--- src/rtl/pipe_pkg.sv ---
// Shared widths, bundle field offsets and bubble value for the pipe_stage_reg
// pipeline latches (IF/ID, ID/EX, EX/MEM, MEM/WB).
package pipe_pkg;

   typedef enum logic [1:0] {
      STAGE_IFID  = 2'd0,
      STAGE_IDEX  = 2'd1,
      STAGE_EXMEM = 2'd2,
      STAGE_MEMWB = 2'd3
   } stage_e;

   localparam int IFID_CTRL_W  = 2;
   localparam int IFID_DATA_W  = 64;
   localparam int IDEX_CTRL_W  = 8;
   localparam int IDEX_DATA_W  = 128;
   localparam int EXMEM_CTRL_W = 4;
   localparam int EXMEM_DATA_W = 101;
   localparam int MEMWB_CTRL_W = 2;
   localparam int MEMWB_DATA_W = 69;

   // ID/EX control bundle: wb[7:6], mem[5:4], ex[3:0]
   typedef struct packed {
      logic [1:0] wb;
      logic [1:0] mem;
      logic [3:0] ex;
   } idex_ctrl_t;

   localparam int IDEX_EX_LSB  = 0;
   localparam int IDEX_MEM_LSB = 4;
   localparam int IDEX_WB_LSB  = 6;

   // ID/EX data bundle: pc, rs1/rs2 values, imm, rs1/rs2/rd addresses
   localparam int IDEX_PC_LSB  = 96;
   localparam int IDEX_RS1_LSB = 64;
   localparam int IDEX_RS2_LSB = 32;
   localparam int IDEX_IMM_LSB = 15;
   localparam int IDEX_RA1_LSB = 10;
   localparam int IDEX_RA2_LSB = 5;
   localparam int IDEX_RD_LSB  = 0;

   // A bubble is an entry whose every control bit is inert.
   localparam logic       BUBBLE_BIT       = 1'b0;
   localparam idex_ctrl_t IDEX_BUBBLE_CTRL = '0;

   function automatic int stage_ctrl_w(stage_e s);
      case (s)
         STAGE_IFID:  return IFID_CTRL_W;
         STAGE_IDEX:  return IDEX_CTRL_W;
         STAGE_EXMEM: return EXMEM_CTRL_W;
         default:     return MEMWB_CTRL_W;
      endcase
   endfunction

endpackage

--- src/rtl/pipe_skid_buf.sv ---
// Two-entry skid storage: "main" drives the stage outputs, "skid" catches one
// extra entry while downstream is back-pressuring. Strict FIFO order.
module pipe_skid_buf
   import pipe_pkg::*;
#(
   parameter int CTRL_W = IDEX_CTRL_W,
   parameter int DATA_W = IDEX_DATA_W
) (
   input  logic              i_clk,
   input  logic              i_rst,
   input  logic              i_hold,
   input  logic              i_clear,
   input  logic              i_load,
   input  logic              i_pop,
   input  logic [CTRL_W-1:0] i_ctrl,
   input  logic [DATA_W-1:0] i_data,
   output logic              o_main_valid,
   output logic [CTRL_W-1:0] o_main_ctrl,
   output logic [DATA_W-1:0] o_main_data,
   output logic              o_skid_valid
);

   logic              r_main_valid;
   logic [CTRL_W-1:0] r_main_ctrl;
   logic [DATA_W-1:0] r_main_data;
   logic              r_skid_valid;
   logic [CTRL_W-1:0] r_skid_ctrl;
   logic [DATA_W-1:0] r_skid_data;

   // NOTE: non-blocking assignments, so main <= skid and skid <= input in the
   // same edge both see the pre-edge values.
   always_ff @(posedge i_clk or posedge i_rst) begin
      if (i_rst) begin
         r_main_valid <= 1'b0;
         r_main_ctrl  <= '0;
         r_main_data  <= '0;
         r_skid_valid <= 1'b0;
         r_skid_ctrl  <= '0;
         r_skid_data  <= '0;
      end else if (!i_hold) begin
         if (i_clear) begin
            r_main_valid <= 1'b0;
            r_main_ctrl  <= '0;
            r_skid_valid <= 1'b0;
            r_skid_ctrl  <= '0;
         end else if (i_pop) begin
            if (r_skid_valid) begin
               r_main_ctrl <= r_skid_ctrl;
               r_main_data <= r_skid_data;
               if (i_load) begin
                  r_skid_ctrl <= i_ctrl;
                  r_skid_data <= i_data;
               end else begin
                  r_skid_valid <= 1'b0;
               end
            end else if (i_load) begin
               r_main_ctrl <= i_ctrl;
               r_main_data <= i_data;
            end else begin
               r_main_valid <= 1'b0;
            end
         end else if (i_load) begin
            if (r_main_valid) begin
               r_skid_valid <= 1'b1;
               r_skid_ctrl  <= i_ctrl;
               r_skid_data  <= i_data;
            end else begin
               r_main_valid <= 1'b1;
               r_main_ctrl  <= i_ctrl;
               r_main_data  <= i_data;
            end
         end
      end
   end

   assign o_main_valid = r_main_valid;
   assign o_main_ctrl  = r_main_ctrl;
   assign o_main_data  = r_main_data;
   assign o_skid_valid = r_skid_valid;

endmodule

--- src/rtl/pipe_stage_reg.sv ---
// Reusable pipeline stage latch with valid/ready handshake, global stall,
// flush-to-bubble (deferred while stalled) and a saturating bubble counter.
module pipe_stage_reg
   import pipe_pkg::*;
#(
   parameter int CTRL_W = IDEX_CTRL_W,
   parameter int DATA_W = IDEX_DATA_W,
   parameter int SKID   = 0,
   parameter int CNT_W  = 16
) (
   input  logic              clk_i,
   input  logic              rst_i,
   input  logic              stall_i,
   input  logic              flush_i,
   input  logic              in_valid_i,
   output logic              in_ready_o,
   input  logic [CTRL_W-1:0] in_ctrl_i,
   input  logic [DATA_W-1:0] in_data_i,
   output logic              out_valid_o,
   input  logic              out_ready_i,
   output logic [CTRL_W-1:0] out_ctrl_o,
   output logic [DATA_W-1:0] out_data_o,
   output logic              flush_pend_o,
   output logic [CNT_W-1:0]  bubble_cnt_o
);

   logic              r_flush_pend;
   logic [CNT_W-1:0]  r_bubble_cnt;
   logic              w_flush;
   logic              w_advance;
   logic              w_space;
   logic              w_load;
   logic              w_pop;
   logic              w_valid;
   logic [CTRL_W-1:0] w_ctrl;
   logic [DATA_W-1:0] w_data;

   assign w_flush   = flush_i | r_flush_pend;
   assign w_advance = ~stall_i & ~w_flush;

   // During a flush the offered input is reported consumed and then dropped.
   assign in_ready_o = ~rst_i & ~stall_i & (w_flush | w_space);
   assign w_load     = in_valid_i & in_ready_o & w_advance;
   assign w_pop      = w_valid & out_ready_i & w_advance;

   generate
      if (SKID == 0) begin : g_reg
         logic              r_valid;
         logic [CTRL_W-1:0] r_ctrl;
         logic [DATA_W-1:0] r_data;

         assign w_space = ~r_valid | out_ready_i;

         always_ff @(posedge clk_i or posedge rst_i) begin
            if (rst_i) begin
               r_valid <= 1'b0;
               r_ctrl  <= '0;
               r_data  <= '0;
            end else if (!stall_i) begin
               if (w_flush) begin
                  r_valid <= 1'b0;
                  r_ctrl  <= '0;
               end else if (w_load) begin
                  r_valid <= 1'b1;
                  r_ctrl  <= in_ctrl_i;
                  r_data  <= in_data_i;
               end else if (w_pop) begin
                  r_valid <= 1'b0;
               end
            end
         end

         assign w_valid = r_valid;
         assign w_ctrl  = r_ctrl;
         assign w_data  = r_data;
      end else begin : g_skid
         logic w_skid_valid;

         pipe_skid_buf #(
            .CTRL_W (CTRL_W),
            .DATA_W (DATA_W)
         ) u_skid (
            .i_clk        (clk_i),
            .i_rst        (rst_i),
            .i_hold       (stall_i),
            .i_clear      (w_flush),
            .i_load       (w_load),
            .i_pop        (w_pop),
            .i_ctrl       (in_ctrl_i),
            .i_data       (in_data_i),
            .o_main_valid (w_valid),
            .o_main_ctrl  (w_ctrl),
            .o_main_data  (w_data),
            .o_skid_valid (w_skid_valid)
         );

         assign w_space = ~w_skid_valid;
      end
   endgenerate

   // A flush seen while stalled is remembered; any unstalled edge applies it.
   always_ff @(posedge clk_i or posedge rst_i) begin
      if (rst_i) begin
         r_flush_pend <= 1'b0;
         r_bubble_cnt <= '0;
      end else begin
         r_flush_pend <= stall_i & (r_flush_pend | flush_i);
         if (!stall_i && !w_valid && !(&r_bubble_cnt)) begin
            r_bubble_cnt <= r_bubble_cnt + CNT_W'(1);
         end
      end
   end

   assign out_valid_o  = w_valid;
   assign out_ctrl_o   = w_valid ? w_ctrl : {CTRL_W{BUBBLE_BIT}};
   assign out_data_o   = w_data;
   assign flush_pend_o = r_flush_pend;
   assign bubble_cnt_o = r_bubble_cnt;

endmodule

--- config.mk ---
export PLATFORM = sky130hd
export DESIGN_NAME = pipe_stage_reg
export DESIGN_NICKNAME = d
export VERILOG_FILES = /design/src/rtl/pipe_pkg.sv /design/src/rtl/pipe_skid_buf.sv /design/src/rtl/pipe_stage_reg.sv
export SDC_FILE = /design/constraint.sdc
export NUM_CORES = 1
export LEC_CHECK = 0
export BUFFER_PORTS_ARGS = -buffer_cell sky130_fd_sc_hd__buf_2
export CORE_ASPECT_RATIO = 1.1
export CORE_MARGIN = 3
export CORE_UTILIZATION = 30
export CTS_CLUSTER_DIAMETER = 40
export DETAILED_ROUTE_END_ITERATION = 16
export MAX_ROUTING_LAYER = met4
export PLACE_DENSITY_LB_ADDON = 0.08
export SLEW_MARGIN = 30
export SYNTH_ARGS = -nofsm -noshare
export SYNTH_HDL_FRONTEND = slang
export SYNTH_HIERARCHICAL = 1
export SYNTH_SLANG_ARGS = --single-unit
--- constraint.sdc ---
create_clock -name clk_i -period 7.2 [get_ports clk_i]
set_input_delay 0 -clock clk_i [delete_from_list [all_inputs] [get_ports clk_i]]
set_output_delay 0 -clock clk_i [all_outputs]
set_load 0.01 [all_outputs]
**After elaboration in Yosys (flattened, before gate mapping)**

Cells that the tools add are included.

- Register bits after elaboration: 154
- Bits of input ports: 142
- Output and inout port bits: 155
- Logic and storage cells: 38

- Add/subtract/negate cells: 1
- Muxes and demuxes: 6
- Bitwise gates (word level): 15
- Reduce and logical (&&, ||, !) cells: 11

Operators with widths:

| cell | number |
|---|---|
| two-way mux 8 bit | 3 |
| adder 16 x 1 -> 16 bit, second input constant | 1 |
| AND reduction 16 bit | 1 |
| AND 1 bit | 8 |
| inverter 1 bit | 4 |
| AND reduction 2 bit | 2 |
| zero test 1 bit | 3 |
| two-way mux 1 bit | 3 |
| OR 1 bit | 3 |
| AND reduction 3 bit | 1 |
| nonzero test 3 bit | 1 |
| logical AND 1 bit | 2 |
| nonzero test 2 bit | 1 |

**Depth between registers and ports, before layout**

Gate-level depths: netlist of run 1.

- Depth after elaboration: 8
- Gate-level depth with buffers: 5

**Least setup slack after synthesis of run 1**

Ideal clock, no wire load.

- Kind: in2reg
- Start point: input port rst_i
- End point: register g_reg.r_ctrl[0]
- Arrival: 3.930 ns
- Slack: 3.149 ns
- Stages on the path: 4
- Buffers on the path: 0
- Cells stage by stage: inv_1 -> nand3_1 -> a21o_1 -> a22o_1

- Longest elaborated chain between the ends: 7

RTL lines:

| element | RTL line | text |
|---|---|---|
| start: declaration | pipe_stage_reg.sv:12 | `input logic rst_i,` |
| inverter 1 bit | pipe_stage_reg.sv:42 | `assign in_ready_o = ~rst_i & ~stall_i & (w_flush \| w_space);` |
| AND 1 bit (2 in series) | pipe_stage_reg.sv:42 |  |
| AND 1 bit (2 in series) | pipe_stage_reg.sv:43 | `assign w_load = in_valid_i & in_ready_o & w_advance;` |
| nonzero test 2 bit (no line) | - |  |
| AND reduction 2 bit (no line) | - |  |
| end signal: assignment | pipe_stage_reg.sv:65 | `r_ctrl <= in_ctrl_i;` |
| end: declaration | pipe_stage_reg.sv:49 | `logic [CTRL_W-1:0] r_ctrl;` |

Every way passes these cells.
A chain may end at the register's enable or synchronous reset.

**Worst setup path in the final report of run 1**

- Start point: register g_reg.r_valid (netlist: out_valid_o)
- End point: register g_reg.r_data[101] (netlist: out_data_o[101])

- Longest elaborated chain between the ends: 7

RTL lines:

| element | RTL line | text |
|---|---|---|
| start: declaration | pipe_stage_reg.sv:48 | `logic r_valid;` |
| start signal: assignment | pipe_stage_reg.sv:56 | `r_valid <= 1'b0;` |
| start signal: assignment | pipe_stage_reg.sv:61 | `r_valid <= 1'b0;` |
| start signal: assignment | pipe_stage_reg.sv:64 | `r_valid <= 1'b1;` |
| inverter 1 bit | pipe_stage_reg.sv:52 | `assign w_space = ~r_valid \| out_ready_i;` |
| OR 1 bit | pipe_stage_reg.sv:52 |  |
| OR 1 bit | pipe_stage_reg.sv:42 |  |
| AND 1 bit | pipe_stage_reg.sv:42 |  |
| AND 1 bit (2 in series) | pipe_stage_reg.sv:43 |  |
| AND reduction 3 bit (no line) | - |  |
| end signal: assignment | pipe_stage_reg.sv:66 | `r_data <= in_data_i;` |
| end: declaration | pipe_stage_reg.sv:50 | `logic [DATA_W-1:0] r_data;` |

Every way passes these cells.

==> flow_results.xml, run 1 <==
<?xml version="1.0" encoding="UTF-8"?>
<metrics>
  <group name="run_status">
    <metric name="run_status" unit="">completed</metric>
  </group>
  <group name="placed_design">
    <metric name="dpl.hpwl" unit="um">11800</metric>
    <metric name="io_buffers" unit="">296</metric>
    <metric name="finalWeightedCongestion" unit="">0.784</metric>
  </group>
  <group name="worst_setup_path">
    <metric name="worstSetupPathDepth" unit="">5</metric>
    <metric name="r2r_setup_slack" unit="ns">4.79</metric>
    <metric name="timing.critical_path.slowest_stage_cell" unit="">sky130_fd_sc_hd__buf_6</metric>
    <metric name="slowest_delay" unit="ns">0.61</metric>
    <metric name="startpoint_type_of_the_worst_setup_path" unit="">flip-flop</metric>
    <metric name="rr_endpoint" unit="">out_data_o[101]</metric>
    <metric name="worstPathRequired" unit="ns">7.50</metric>
    <metric name="crit_end" unit="">out_data_o[101]</metric>
    <metric name="timing.critical_path.max_delay_family" unit="">buffers and inverters</metric>
    <metric name="setup.worst_path.start" unit="">out_valid_o</metric>
    <metric name="r2r-start" unit="">out_valid_o</metric>
    <metric name="cell_depth_of_the_worst_flop_to_flop_path" unit="">5</metric>
    <metric name="worst-path-buf-inv" unit="">2</metric>
    <metric name="crit_fanout" unit="">78</metric>
    <metric name="worstSetupEndpointType" unit="">flip-flop</metric>
    <metric name="crit_arrival" unit="ns">2.71</metric>
    <metric name="critical_path_class" unit="">flip-flop to flip-flop</metric>
    <metric name="critical_path.cell_chain" unit="">nand2b_1, nand4_1, buf_4, buf_6, mux2_2</metric>
  </group>
  <group name="power">
    <metric name="p_leak" unit="nW">4.88</metric>
    <metric name="total_power" unit="W">0.00281</metric>
    <metric name="ir_drop_worst_case_vdd" unit="mV">0.152</metric>
    <metric name="power-per-cell-area" unit="nW/um2">284</metric>
  </group>
  <group name="sta">
    <metric name="max_slew_violations" unit="">0</metric>
    <metric name="timing.setup.tns" unit="ns">0</metric>
    <metric name="worst_slew_pin_tran" unit="ns">0.730</metric>
    <metric name="setup-violations-final" unit="">0</metric>
    <metric name="layout_worst_path_cycle_share" unit="%">33.4</metric>
    <metric name="maximum_achievable_frequency" unit="GHz">0.416</metric>
    <metric name="final.min_clock_period" unit="ns">2.41</metric>
    <metric name="finalHoldWorstSlack" unit="ns">0.251</metric>
    <metric name="slew-limit-headroom" unit="%">51.3</metric>
    <metric name="fin_hold_viols" unit="">0</metric>
    <metric name="rsz0062_at_grt" unit="">false</metric>
    <metric name="finClkSkew" unit="ns">0.00902</metric>
  </group>
  <group name="logic_synthesis">
    <metric name="post-synth-top-area-fraction" unit="%">62.4</metric>
    <metric name="synth_top_cells_by_area" unit="">sky130_fd_sc_hd__dfrtp_1 (62%), sky130_fd_sc_hd__mux2_2 (22%), sky130_fd_sc_hd__mux2_1 (2.6%)</metric>
    <metric name="yosys-mux-area-fraction" unit="%">24.1</metric>
    <metric name="synth-main-ff-cell" unit="">sky130_fd_sc_hd__dfrtp_1</metric>
    <metric name="ys_ff_latch" unit="">154</metric>
    <metric name="synth_cell_types" unit="">41</metric>
    <metric name="warnings_from_yosys" unit="">6</metric>
    <metric name="syn_avg_cell_area" unit="um2">15.9</metric>
    <metric name="post_synth_inst_count" unit="">389</metric>
    <metric name="synth_simple_gate_area_share" unit="%">6.14</metric>
    <metric name="yosysTopAreaCell" unit="">sky130_fd_sc_hd__dfrtp_1</metric>
    <metric name="commonest_cells_post_synth" unit="">sky130_fd_sc_hd__dfrtp_1 (154), sky130_fd_sc_hd__mux2_2 (118), sky130_fd_sc_hd__mux2_1 (14), sky130_fd_sc_hd__buf_6 (13), sky130_fd_sc_hd__and2_1 (9)</metric>
    <metric name="area_of_the_mapped_netlist" unit="um2">6180</metric>
    <metric name="synth_enable_flop_cells" unit="">0</metric>
    <metric name="postSynthNetCount" unit="">532</metric>
    <metric name="synth.yosys.seq_area_share" unit="%">62.4</metric>
    <metric name="synth_fa_ha_area_share" unit="%">0.203</metric>
    <metric name="synthXorXnorAreaFrac" unit="%">1.28</metric>
    <metric name="post-synth-top-count-cell" unit="">sky130_fd_sc_hd__dfrtp_1</metric>
    <metric name="synth_top_family_by_area" unit="">multiplexers</metric>
    <metric name="synth-compound-area-share" unit="%">3.10</metric>
    <metric name="asyncSetResetFlopFracSynth" unit="%">100</metric>
  </group>
  <group name="cts">
    <metric name="clock_path_buffers" unit="">2</metric>
    <metric name="cts_sinks" unit="">154</metric>
    <metric name="clock_tree.root_cell" unit="">sky130_fd_sc_hd__clkbuf_16</metric>
    <metric name="cts.htree.levels" unit="">4</metric>
    <metric name="cts_buffers" unit="">17</metric>
    <metric name="tritoncts" unit="">built</metric>
    <metric name="cts.reportedPaths.clkPinSlew" unit="ns">0.06</metric>
    <metric name="clk-insertion-delay-late" unit="ns">0.42</metric>
  </group>
  <group name="final_layout">
    <metric name="drive_above_1_share" unit="%">54.1</metric>
    <metric name="area_used_by_multi_input_combinational_logic" unit="um2">2150</metric>
    <metric name="antenna_cells" unit="">0</metric>
    <metric name="area_delta_synth_final" unit="%">59.9</metric>
    <metric name="finish.net_count" unit="">977</metric>
    <metric name="ff_latch_area" unit="um2">3850</metric>
    <metric name="fill_cells" unit="">1794</metric>
  </group>
  <group name="die">
    <metric name="die_area" unit="um2">22300</metric>
    <metric name="ios" unit="">297</metric>
    <metric name="fp.dieW" unit="um">143</metric>
    <metric name="die_h" unit="um">156</metric>
    <metric name="start_util" unit="%">30.9</metric>
    <metric name="floorplan.core_area" unit="um2">20000</metric>
    <metric name="floorplan.rows" unit="">54</metric>
  </group>
  <group name="global_route">
    <metric name="grt_start_max_net_pins" unit="">99</metric>
    <metric name="globalRouteTotalUtil" unit="%">16.0</metric>
    <metric name="globalRoute.totalOverflow" unit="">0</metric>
    <metric name="grt_first_pass_wirelength" unit="um">27000</metric>
    <metric name="grt_pass1_vias" unit="">5195</metric>
    <metric name="antenna_found_initial" unit="">0</metric>
  </group>
  <group name="flow_run">
    <metric name="drv_cap" unit="">0</metric>
  </group>
  <group name="detailed_routing">
    <metric name="route.final.wire_length" unit="um">17700</metric>
    <metric name="detailedRoute.firstIterationViolations" unit="">173</metric>
    <metric name="post-route-drc-count" unit="">0</metric>
    <metric name="total_via_count_in_the_routed_design" unit="">4887</metric>
    <metric name="avgRoutedWirePerCell" unit="um">16.1</metric>
    <metric name="firstDrtPassIters" unit="">4</metric>
    <metric name="avgViaCountPerCell" unit="">4.45</metric>
    <metric name="antenna_violating_nets_post_route" unit="">0</metric>
  </group>
  <group name="min_path">
    <metric name="worstHoldPathType" unit="">input pin to async pin</metric>
  </group>
</metrics>
==> worst register-to-register path, delay by kind of cell, from the launching register on <==
| kind | cells | cell delay [ns] |
|---|---|---|
| buffers and inverters | 2 | 1.00 |
| DFF | 1 | 0.55 |
| muxes | 1 | 0.49 |
| and+or+nand+nor | 2 | 0.25 |
==> layout by cell type (no fill, tap or decap), types with 3 or more instances in the layout <==
| cell type | Yosys | final |
|---|---|---|
| sky130_fd_sc_hd__buf_2 | 1 | 296 |
| sky130_fd_sc_hd__dfrtp_1 | 154 | 154 |
| sky130_fd_sc_hd__dlygate4sd3_1 | 0 | 142 |
| sky130_fd_sc_hd__mux2_2 | 118 | 118 |
| sky130_fd_sc_hd__clkbuf_16 | 0 | 17 |
| sky130_fd_sc_hd__mux2_1 | 14 | 14 |
| sky130_fd_sc_hd__and2_1 | 9 | 9 |
| sky130_fd_sc_hd__a22o_1 | 8 | 8 |
| sky130_fd_sc_hd__nand3_1 | 7 | 7 |
| sky130_fd_sc_hd__nand2_1 | 7 | 7 |
| sky130_fd_sc_hd__nor3_1 | 5 | 5 |
| sky130_fd_sc_hd__xnor2_1 | 5 | 5 |
| sky130_fd_sc_hd__and3_1 | 4 | 4 |
| sky130_fd_sc_hd__xor2_1 | 4 | 4 |
| sky130_fd_sc_hd__clkinvlp_4 | 0 | 4 |
| sky130_fd_sc_hd__nor2_1 | 3 | 3 |
| sky130_fd_sc_hd__and4_1 | 3 | 3 |
| sky130_fd_sc_hd__nor4b_4 | 3 | 3 |
| sky130_fd_sc_hd__clkbuf_1 | 1 | 3 |
| sky130_fd_sc_hd__bufinv_16 | 0 | 3 |
| sky130_fd_sc_hd__buf_4 | 1 | 3 |
==> logic make-up (layout without fill, tap and decap cells) <==
| group | Yosys count | in the layout |
|---|---|---|
| flip-flops | 154 | 154 |
| multiplexers | 132 | 132 |
| AND/OR/NAND/NOR | 52 | 52 |
| AO/OA/AOI/OAI | 22 | 22 |
| buffers and inverters | 19 | 477 |
| XOR/XNOR | 9 | 9 |
| adder cells (fa/ha/maj) | 1 | 1 |
==> final cells by class <==
type                    count  area share (%)
clock inverters            12            1.69
inverters                   3           0.190
repair buffers            442            29.7
clock buffers              20            4.42
well taps                 252            3.19
multi-input cells         216            21.8
flip-flops and latches    154            39.0
==> state kept, by name, summed over array words and instances (netlist names) <==
register / cells
out_data_o: 128
out_valid_o: 1
flush_pend_o: 1
bubble_cnt_o: 16
g_reg.r_ctrl: 8
==> how the worst min path moves through the flow <==
stage	start	endpoint	slack (ns)	depth (start not counted)
detailed placement	in_data_i[8]	out_data_o[8]	0.22	2
floorplan	in_data_i[10]	out_data_o[10]	0.13	1
finish	rst_i	out_valid_o	0.25	3
global placement	in_data_i[9]	out_data_o[9]	0.21	2
CTS	flush_i	g_reg.r_ctrl[1]	0.23	4
global route	flush_i	g_reg.r_ctrl[4]	0.25	4
==> power by group <==
part | switching (W) | total (W) | internal (W) | leakage [nW]
sequential | 0.000124 | 0.00119 | 0.00107 | 1.89
combinational | 0.000323 | 0.000694 | 0.000371 | 2.71
clock | 0.000367 | 0.000918 | 0.000551 | 0.279
total | 0.000814 | 0.00281 | 0.00199 | 4.88
==> routing by layer <==
metal  routed length, um  track usage [%]
met4                 597             7.02
met5                   0                -
met2                9070             27.3
met1                7030             17.6
met3                 962             4.13
==> through the flow <==
stage	instances	util (%)	cell area (um2)	setup slack [ns]
detailed placement	925	39.2	7850	4.55
CTS	1099	49.3	9870	4.55
global placement	925	39.2	7850	4.66
floorplan	389	-	6180	3.03
finish	1099	49.4	9880	4.79
global route	1099	49.4	9880	4.60
==> repair_timing <==
action,in CTS,in global routing
resized for setup,0,0
hold endpoints to repair,235,0
hold buffers,142,0
endpoints found under the setup margin,0,0
setup buffers,0,0
Power figures use the tool's default switching activity.
==> run 2: changes to the inputs <==
--- a/config.mk
+++ b/config.mk
@@ -5,6 +5,7 @@
 export SDC_FILE = /design/constraint.sdc
 export NUM_CORES = 1
 export LEC_CHECK = 0
+export ABC_AREA = 1
 export BUFFER_PORTS_ARGS = -buffer_cell sky130_fd_sc_hd__buf_2
 export CORE_ASPECT_RATIO = 1.1
 export CORE_MARGIN = 3
==> constraint.sdc (replaced) <==
create_clock -name clk_i -period 2.4 [get_ports clk_i]
set_input_delay 0 -clock clk_i [delete_from_list [all_inputs] [get_ports clk_i]]
set_output_delay 0 -clock clk_i [all_outputs]
set_load 0.01 [all_outputs]
==> run 2 against run 1 <==
Power grew to 2.9 times the previous value. Non-clock buffer count is 16 higher. Setup slack worse by 4.3 ns. Largest cell class unchanged. Largest power group unchanged. Highest routed layer unchanged.
==> flow_results.xml, run 2 <==
<?xml version="1.0" encoding="UTF-8"?>
<metrics>
  <group name="die">
    <metric name="die_area" unit="um2">25900</metric>
    <metric name="floorplan.core_area" unit="um2">23200</metric>
    <metric name="ios" unit="">297</metric>
    <metric name="fp.dieW" unit="um">154</metric>
    <metric name="start_util" unit="%">31.0</metric>
    <metric name="floorplan.rows" unit="">58</metric>
    <metric name="die_h" unit="um">168</metric>
  </group>
  <group name="cts">
    <metric name="cts.repair.resized" unit="">0</metric>
    <metric name="tritoncts" unit="">built</metric>
    <metric name="cts_setup_buffers" unit="">0</metric>
    <metric name="clock_tree.root_cell" unit="">sky130_fd_sc_hd__clkbuf_16</metric>
    <metric name="clock_path_buffers" unit="">2</metric>
    <metric name="cts_sinks" unit="">154</metric>
    <metric name="cts.htree.levels" unit="">4</metric>
    <metric name="cts_buffers" unit="">17</metric>
    <metric name="clk-insertion-delay-late" unit="ns">0.42</metric>
    <metric name="cts.reportedPaths.clkPinSlew" unit="ns">0.07</metric>
  </group>
  <group name="sta">
    <metric name="postLayoutSetupSlackWorst" unit="ns">0.501</metric>
    <metric name="setup-violations-final" unit="">0</metric>
    <metric name="max_slew_violations" unit="">0</metric>
    <metric name="rsz0062_at_grt" unit="">false</metric>
    <metric name="layout_worst_path_cycle_share" unit="%">79.1</metric>
    <metric name="slew-limit-headroom" unit="%">60.1</metric>
    <metric name="worst_slew_pin_tran" unit="ns">0.597</metric>
    <metric name="final.min_clock_period" unit="ns">1.90</metric>
    <metric name="fin_hold_viols" unit="">0</metric>
    <metric name="maximum_achievable_frequency" unit="GHz">0.527</metric>
    <metric name="timing.setup.tns" unit="ns">0</metric>
    <metric name="finClkSkew" unit="ns">0.00996</metric>
  </group>
  <group name="detailed_routing">
    <metric name="antenna_violating_nets_post_route" unit="">0</metric>
    <metric name="route.final.wire_length" unit="um">20100</metric>
    <metric name="post-route-drc-count" unit="">0</metric>
    <metric name="firstDrtPassIters" unit="">4</metric>
    <metric name="avgRoutedWirePerCell" unit="um">13.2</metric>
    <metric name="avgViaCountPerCell" unit="">4.07</metric>
    <metric name="total_via_count_in_the_routed_design" unit="">6180</metric>
    <metric name="detailedRoute.firstIterationViolations" unit="">235</metric>
  </group>
  <group name="logic_synthesis">
    <metric name="post-synth-top-count-cell" unit="">sky130_fd_sc_hd__nand2_1</metric>
    <metric name="ys_ff_latch" unit="">154</metric>
    <metric name="warnings_from_yosys" unit="">6</metric>
    <metric name="synth.yosys.seq_area_share" unit="%">53.6</metric>
    <metric name="postSynthNetCount" unit="">904</metric>
    <metric name="post-synth-top-area-fraction" unit="%">53.6</metric>
    <metric name="synth_enable_flop_cells" unit="">0</metric>
    <metric name="synth-main-ff-cell" unit="">sky130_fd_sc_hd__dfrtp_1</metric>
    <metric name="yosysTopAreaCell" unit="">sky130_fd_sc_hd__dfrtp_1</metric>
    <metric name="synth_top_cells_by_area" unit="">sky130_fd_sc_hd__dfrtp_1 (54%), sky130_fd_sc_hd__o21ai_2 (13%), sky130_fd_sc_hd__nand2_1 (12%)</metric>
    <metric name="asyncSetResetFlopFracSynth" unit="%">100</metric>
    <metric name="post_synth_inst_count" unit="">761</metric>
    <metric name="synth_cell_types" unit="">28</metric>
    <metric name="commonest_cells_post_synth" unit="">sky130_fd_sc_hd__nand2_1 (233), sky130_fd_sc_hd__dfrtp_1 (154), sky130_fd_sc_hd__inv_1 (151), sky130_fd_sc_hd__o21ai_2 (110), sky130_fd_sc_hd__o21ai_0 (21)</metric>
    <metric name="syn_avg_cell_area" unit="um2">9.45</metric>
    <metric name="area_of_the_mapped_netlist" unit="um2">7190</metric>
  </group>
  <group name="worst_setup_path">
    <metric name="worstPathRequired" unit="ns">2.71</metric>
    <metric name="critical_path_class" unit="">flip-flop to flip-flop</metric>
    <metric name="crit_arrival" unit="ns">2.21</metric>
    <metric name="crit_fanout" unit="">19</metric>
    <metric name="worstSetupEndpointType" unit="">flip-flop</metric>
    <metric name="startpoint_type_of_the_worst_setup_path" unit="">flip-flop</metric>
    <metric name="cell_depth_of_the_worst_flop_to_flop_path" unit="">10</metric>
  </group>
  <group name="final_layout">
    <metric name="postLayoutCellArea" unit="um2">10900</metric>
    <metric name="utilization" unit="%">46.8</metric>
    <metric name="drive_above_1_share" unit="%">37.9</metric>
    <metric name="antenna_cells" unit="">0</metric>
    <metric name="area_used_by_multi_input_combinational_logic" unit="um2">2310</metric>
    <metric name="layout_common_cells" unit="">sky130_fd_sc_hd__buf_2 (296), sky130_fd_sc_hd__nand2_1 (233), sky130_fd_sc_hd__dfrtp_1 (154)</metric>
    <metric name="finish.net_count" unit="">1348</metric>
    <metric name="area_delta_synth_final" unit="%">51.2</metric>
    <metric name="max_ffs_per_register" unit="">128</metric>
    <metric name="ff_latch_area" unit="um2">3850</metric>
    <metric name="fill_cells" unit="">2290</metric>
    <metric name="final_common_cell" unit="">sky130_fd_sc_hd__buf_2</metric>
  </group>
  <group name="global_route">
    <metric name="globalRoute.totalOverflow" unit="">0</metric>
    <metric name="grt_first_pass_wirelength" unit="um">33000</metric>
    <metric name="grt_pass1_vias" unit="">6527</metric>
    <metric name="grt_start_max_net_pins" unit="">71</metric>
    <metric name="antenna_found_initial" unit="">0</metric>
    <metric name="globalRouteTotalUtil" unit="%">16.1</metric>
  </group>
  <group name="min_path">
    <metric name="worstHoldPathType" unit="">input pin to flip-flop</metric>
    <metric name="worst_hold_path.num_cells" unit="">4</metric>
  </group>
  <group name="placed_design">
    <metric name="io_buffers" unit="">296</metric>
    <metric name="place_ws" unit="ns">0.491</metric>
    <metric name="dpl.hpwl" unit="um">13900</metric>
    <metric name="finalWeightedCongestion" unit="">0.760</metric>
    <metric name="placedInstanceArea" unit="um2">8800</metric>
  </group>
  <group name="power">
    <metric name="p_leak" unit="nW">6.09</metric>
    <metric name="power-per-cell-area" unit="nW/um2">754</metric>
    <metric name="ir_drop_worst_case_vdd" unit="mV">0.441</metric>
  </group>
  <group name="flow_run">
    <metric name="drv_cap" unit="">0</metric>
  </group>
  <group name="run_status">
    <metric name="run_status" unit="">completed</metric>
  </group>
</metrics>
run 2: final timing paths:
check,from,endpoint,slack [ns]
min reg2reg,out_data_o[71],out_data_o[71],0.48
min in group asynchronous,rst_i,bubble_cnt_o[1],0.21
max in group asynchronous,rst_i,out_data_o[105],1.39
max reg2reg,bubble_cnt_o[0],bubble_cnt_o[10],0.50
min,flush_i,out_valid_o,0.03
max,bubble_cnt_o[0],bubble_cnt_o[10],0.50
run 2: repair_timing:
action,in CTS,in global routing
hold buffers,148,0
endpoints found under the hold margin,159,0
setup endpoints to repair,0,0
run 2: cell type report:
class                           count  share of cell area, %
Tap cell                          300                   3.45
Sequential cell                   154                   35.4
Multi-Input combinational cell    422                   21.2
Timing Repair Buffer              458                   29.1
Clock buffer                       19                   4.07
Inverter                          152                   5.28
Clock inverter                     13                   1.44
run 2: cell families (layout without fill, tap and decap cells):
group	count (synthesis)	after routing	share of synthesized area [%]
simple gates	281	281	16.0
buf+inv	185	642	14.4
flops	154	154	53.6
compound gates	133	133	15.0
xor+xnor	7	7	0.852
fa+ha+maj	1	1	0.174
run 2: critical path, stage by stage, from the launching register on:
cell                      delay (ns)
sky130_fd_sc_hd__dfrtp_1        0.44
sky130_fd_sc_hd__ha_1           0.25
sky130_fd_sc_hd__inv_1          0.07
sky130_fd_sc_hd__nor2_2         0.19
sky130_fd_sc_hd__nand2_1        0.13
sky130_fd_sc_hd__inv_1          0.09
sky130_fd_sc_hd__nand2_1        0.09
sky130_fd_sc_hd__nand2_4        0.19
sky130_fd_sc_hd__inv_2          0.17
sky130_fd_sc_hd__nand2_1        0.11
sky130_fd_sc_hd__nand2_1        0.05
run 2: report_power, final:
| part | switching (W) | internal [W] | total (W) |
|---|---|---|---|
| Clock | 0.00118 | 0.00159 | 0.00277 |
| Combinational | 0.00107 | 0.000956 | 0.00203 |
| Sequential | 0.000299 | 0.00311 | 0.00341 |
run 2: routing by layer:
metal  wire, um  up-vias  GRT usage, %
li1           -     3184             -
met1       8580     2779          19.2
met2       9920      186          26.8
met3       1060       31          3.93
met4        529        0          5.80
met5          0        -             -
run 2: stage by stage:
step	power [W]	instances	hold WS [ns]
floorplan	0.00447	761	0.129
finish	0.00820	1518	0.0298
global route	0.00872	1518	0.0337
CTS	0.00833	1518	0.0162
global placement	0.00532	1338	0.123
detailed placement	0.00533	1338	0.126
==> run 3: changes to the inputs <==
==> constraint.sdc (replaced) <==
create_clock -name clk_i -period 1.65 [get_ports clk_i]
set_input_delay 0 -clock clk_i [delete_from_list [all_inputs] [get_ports clk_i]]
set_output_delay 0 -clock clk_i [all_outputs]
set_load 0.01 [all_outputs]
==> run 3 against run 2 <==
Sequential cell count unchanged. First-iteration DRC count shrank 18%. Worst hold slack better by 0.084 ns. Clock skew rose by 0.0049 ns. Core utilization is 0.88 points higher. Critical path depth decreased by 2. Non-clock buffer count rose by 11. Critical path type unchanged. Cell count increased by 0.72%. Sequential share of layout area fell by 0.63 points.
==> flow_results.xml, run 3 (synthesized netlist as in run 2, its figures left out) <==
<?xml version="1.0" encoding="UTF-8"?>
<metrics>
  <group name="worst_setup_path">
    <metric name="critical_path_class" unit="">flip-flop to flip-flop</metric>
    <metric name="worst-path-buf-inv" unit="">2</metric>
    <metric name="timing.critical_path.max_delay_family" unit="">simple AND/OR/NAND/NOR gates</metric>
    <metric name="worstSetupEndpointType" unit="">flip-flop</metric>
    <metric name="worstPathRequired" unit="ns">2.00</metric>
    <metric name="crit_arrival" unit="ns">1.90</metric>
    <metric name="startpoint_type_of_the_worst_setup_path" unit="">flip-flop</metric>
    <metric name="slowest_delay" unit="ns">0.44</metric>
    <metric name="critical_path.cell_chain" unit="">nor2_4, nand3_2, and2_4, nand3_4, buf_12, buf_16, nand2_1, o21ai_2</metric>
    <metric name="crit_fanout" unit="">29</metric>
    <metric name="r2r_setup_slack" unit="ns">0.10</metric>
    <metric name="timing.critical_path.slowest_stage_cell" unit="">sky130_fd_sc_hd__dfrtp_2</metric>
  </group>
  <group name="cts">
    <metric name="cts_buffers" unit="">17</metric>
    <metric name="clock_path_buffers" unit="">2</metric>
    <metric name="cts_setup_buffers" unit="">0</metric>
    <metric name="cts.reportedPaths.clkPinSlew" unit="ns">0.07</metric>
    <metric name="cts_sinks" unit="">154</metric>
    <metric name="clock_tree.root_cell" unit="">sky130_fd_sc_hd__clkbuf_16</metric>
    <metric name="clk-insertion-delay-late" unit="ns">0.43</metric>
    <metric name="tritoncts" unit="">built</metric>
    <metric name="cts.htree.levels" unit="">4</metric>
  </group>
  <group name="sta">
    <metric name="finClkSkew" unit="ns">0.0149</metric>
    <metric name="fin_hold_viols" unit="">0</metric>
    <metric name="setup-violations-final" unit="">0</metric>
    <metric name="layout_worst_path_cycle_share" unit="%">93.8</metric>
    <metric name="final.min_clock_period" unit="ns">1.55</metric>
    <metric name="timing.setup.tns" unit="ns">0</metric>
    <metric name="worst_slew_pin_tran" unit="ns">0.610</metric>
    <metric name="maximum_achievable_frequency" unit="GHz">0.646</metric>
    <metric name="slew-limit-headroom" unit="%">59.2</metric>
    <metric name="rsz0062_at_grt" unit="">true</metric>
    <metric name="max_slew_violations" unit="">0</metric>
  </group>
  <group name="detailed_routing">
    <metric name="detailedRoute.firstIterationViolations" unit="">193</metric>
    <metric name="avgViaCountPerCell" unit="">4.09</metric>
    <metric name="post-route-drc-count" unit="">0</metric>
    <metric name="antenna_violating_nets_post_route" unit="">0</metric>
    <metric name="total_via_count_in_the_routed_design" unit="">6250</metric>
    <metric name="route.final.wire_length" unit="um">20800</metric>
    <metric name="firstDrtPassIters" unit="">4</metric>
    <metric name="avgRoutedWirePerCell" unit="um">13.6</metric>
  </group>
  <group name="die">
    <metric name="fp.dieW" unit="um">154</metric>
    <metric name="floorplan.core_area" unit="um2">23200</metric>
    <metric name="start_util" unit="%">31.0</metric>
    <metric name="ios" unit="">297</metric>
    <metric name="die_area" unit="um2">25900</metric>
    <metric name="floorplan.rows" unit="">58</metric>
    <metric name="die_h" unit="um">168</metric>
  </group>
  <group name="min_path">
    <metric name="worstHoldPathType" unit="">input pin to flip-flop</metric>
  </group>
  <group name="final_layout">
    <metric name="drive_above_1_share" unit="%">39.5</metric>
    <metric name="area_delta_synth_final" unit="%">54.1</metric>
    <metric name="max_ffs_per_register" unit="">128</metric>
    <metric name="final_common_cell" unit="">sky130_fd_sc_hd__buf_2</metric>
    <metric name="antenna_cells" unit="">0</metric>
    <metric name="utilization" unit="%">47.7</metric>
    <metric name="finish.net_count" unit="">1359</metric>
    <metric name="layout_common_cells" unit="">sky130_fd_sc_hd__buf_2 (296), sky130_fd_sc_hd__nand2_1 (233), sky130_fd_sc_hd__dfrtp_1 (152)</metric>
  </group>
  <group name="power">
    <metric name="power-per-cell-area" unit="nW/um2">1070</metric>
    <metric name="p_leak" unit="nW">6.24</metric>
    <metric name="total_power" unit="W">0.0119</metric>
    <metric name="power_frac_clock" unit="%">32.5</metric>
    <metric name="p_int" unit="W">0.00808</metric>
    <metric name="power.share.switching" unit="%">32.1</metric>
    <metric name="share_seq_of_total_power" unit="%">41.7</metric>
    <metric name="ir_drop_worst_case_vdd" unit="mV">0.605</metric>
    <metric name="power.switching" unit="W">0.00382</metric>
    <metric name="power.combinational.fraction" unit="%">25.7</metric>
  </group>
  <group name="placed_design">
    <metric name="finalWeightedCongestion" unit="">0.782</metric>
    <metric name="io_buffers" unit="">296</metric>
    <metric name="dpl.hpwl" unit="um">14500</metric>
  </group>
  <group name="flow_run">
    <metric name="drv_cap" unit="">0</metric>
  </group>
  <group name="global_route">
    <metric name="grt_pass1_vias" unit="">6505</metric>
    <metric name="antenna_found_initial" unit="">0</metric>
    <metric name="grt_first_pass_wirelength" unit="um">33200</metric>
    <metric name="globalRoute.totalOverflow" unit="">0</metric>
    <metric name="grt_start_max_net_pins" unit="">43</metric>
    <metric name="globalRouteTotalUtil" unit="%">16.3</metric>
  </group>
  <group name="run_status">
    <metric name="run_status" unit="">completed</metric>
  </group>
</metrics>
## run 3: cell types whose count changed in the layout (fill, tap and decap cells not counted), moves of 2 or more
cell and delta:
sky130_fd_sc_hd__dfrtp_1 -2, sky130_fd_sc_hd__buf_12 +3, sky130_fd_sc_hd__clkinvlp_4 -4, sky130_fd_sc_hd__bufinv_16 -2
sky130_fd_sc_hd__buf_16 +3, sky130_fd_sc_hd__buf_4 +10, sky130_fd_sc_hd__dlygate4sd3_1 -7, sky130_fd_sc_hd__dfrtp_2 +2
sky130_fd_sc_hd__clkinv_4 +4, sky130_fd_sc_hd__clkbuf_16 +2
## run 3: final timing paths
kind / start / endpoint / cells past startpoint
min in group asynchronous: rst_i / out_data_o[112] / 3
worst max register to register: flush_pend_o / out_data_o[46] / 8
max in group asynchronous: rst_i / out_data_o[98] / 4
worst min-delay path: flush_i / g_reg.r_ctrl[0] / 5
worst min register to register: out_data_o[64] / out_data_o[64] / 2
worst max-delay path: flush_pend_o / out_data_o[46] / 8
## run 3: metal layers
metal,global-route usage [%],wire length (um),vias up
met1,19.3,8840,2808
li1,-,-,3216
met2,27.2,10300,188
met4,6.80,682,0
met5,-,0,-
met3,3.14,984,38
## run 3: per-stage QoR
step | cells | cell area (um2) | hold WS (ns) | setup slack [ns]
finish | 1529 | 11100 | 0.113 | 0.102
detailed placement | 1354 | 8990 | 0.128 | 0.0535
global route | 1529 | 11100 | 0.125 | -0.0267
CTS | 1527 | 11000 | 0.0692 | 0.0459
global placement | 1354 | 8990 | 0.123 | 0.0869
floorplan | 761 | 7200 | 0.129 | -0.295
## run 3: power by group through the flow
stage	Combinational (W)	Clock (W)	Sequential (W)
2_1_floorplan	0.00113	0	0.00538
3_3_place_gp	0.00279	0	0.00503
3_5_place_dp	0.00282	0	0.00502
4_1_cts	0.00308	0.00400	0.00496
5_1_grt	0.00340	0.00416	0.00507
6_report	0.00306	0.00387	0.00497
## run 3: layout make-up
cell class                      count  area (um2)
Multi-Input combinational cell    422        2330
Inverter                          152         577
Timing Repair Buffer              469        3370
Sequential cell                   154        3860
Tap cell                          300         375
Fill cell                        2291       12100
Clock buffer                       19         453
Clock inverter                     13         129
## run 3: repair_timing
action | in CTS | in global routing
gates resized for setup | 0 | 11
hold endpoints to repair | 153 | 0
hold buffers | 141 | 0
setup endpoints to repair | 0 | 71
## run 3: worst reg2reg max path: stages (launching register included)
cell	delay, ns
sky130_fd_sc_hd__dfrtp_2	0.44
sky130_fd_sc_hd__nor2_4	0.12
sky130_fd_sc_hd__nand3_2	0.07
sky130_fd_sc_hd__and2_4	0.18
sky130_fd_sc_hd__nand3_4	0.10
sky130_fd_sc_hd__buf_12	0.20
sky130_fd_sc_hd__buf_16	0.21
sky130_fd_sc_hd__nand2_1	0.09
sky130_fd_sc_hd__o21ai_2	0.06
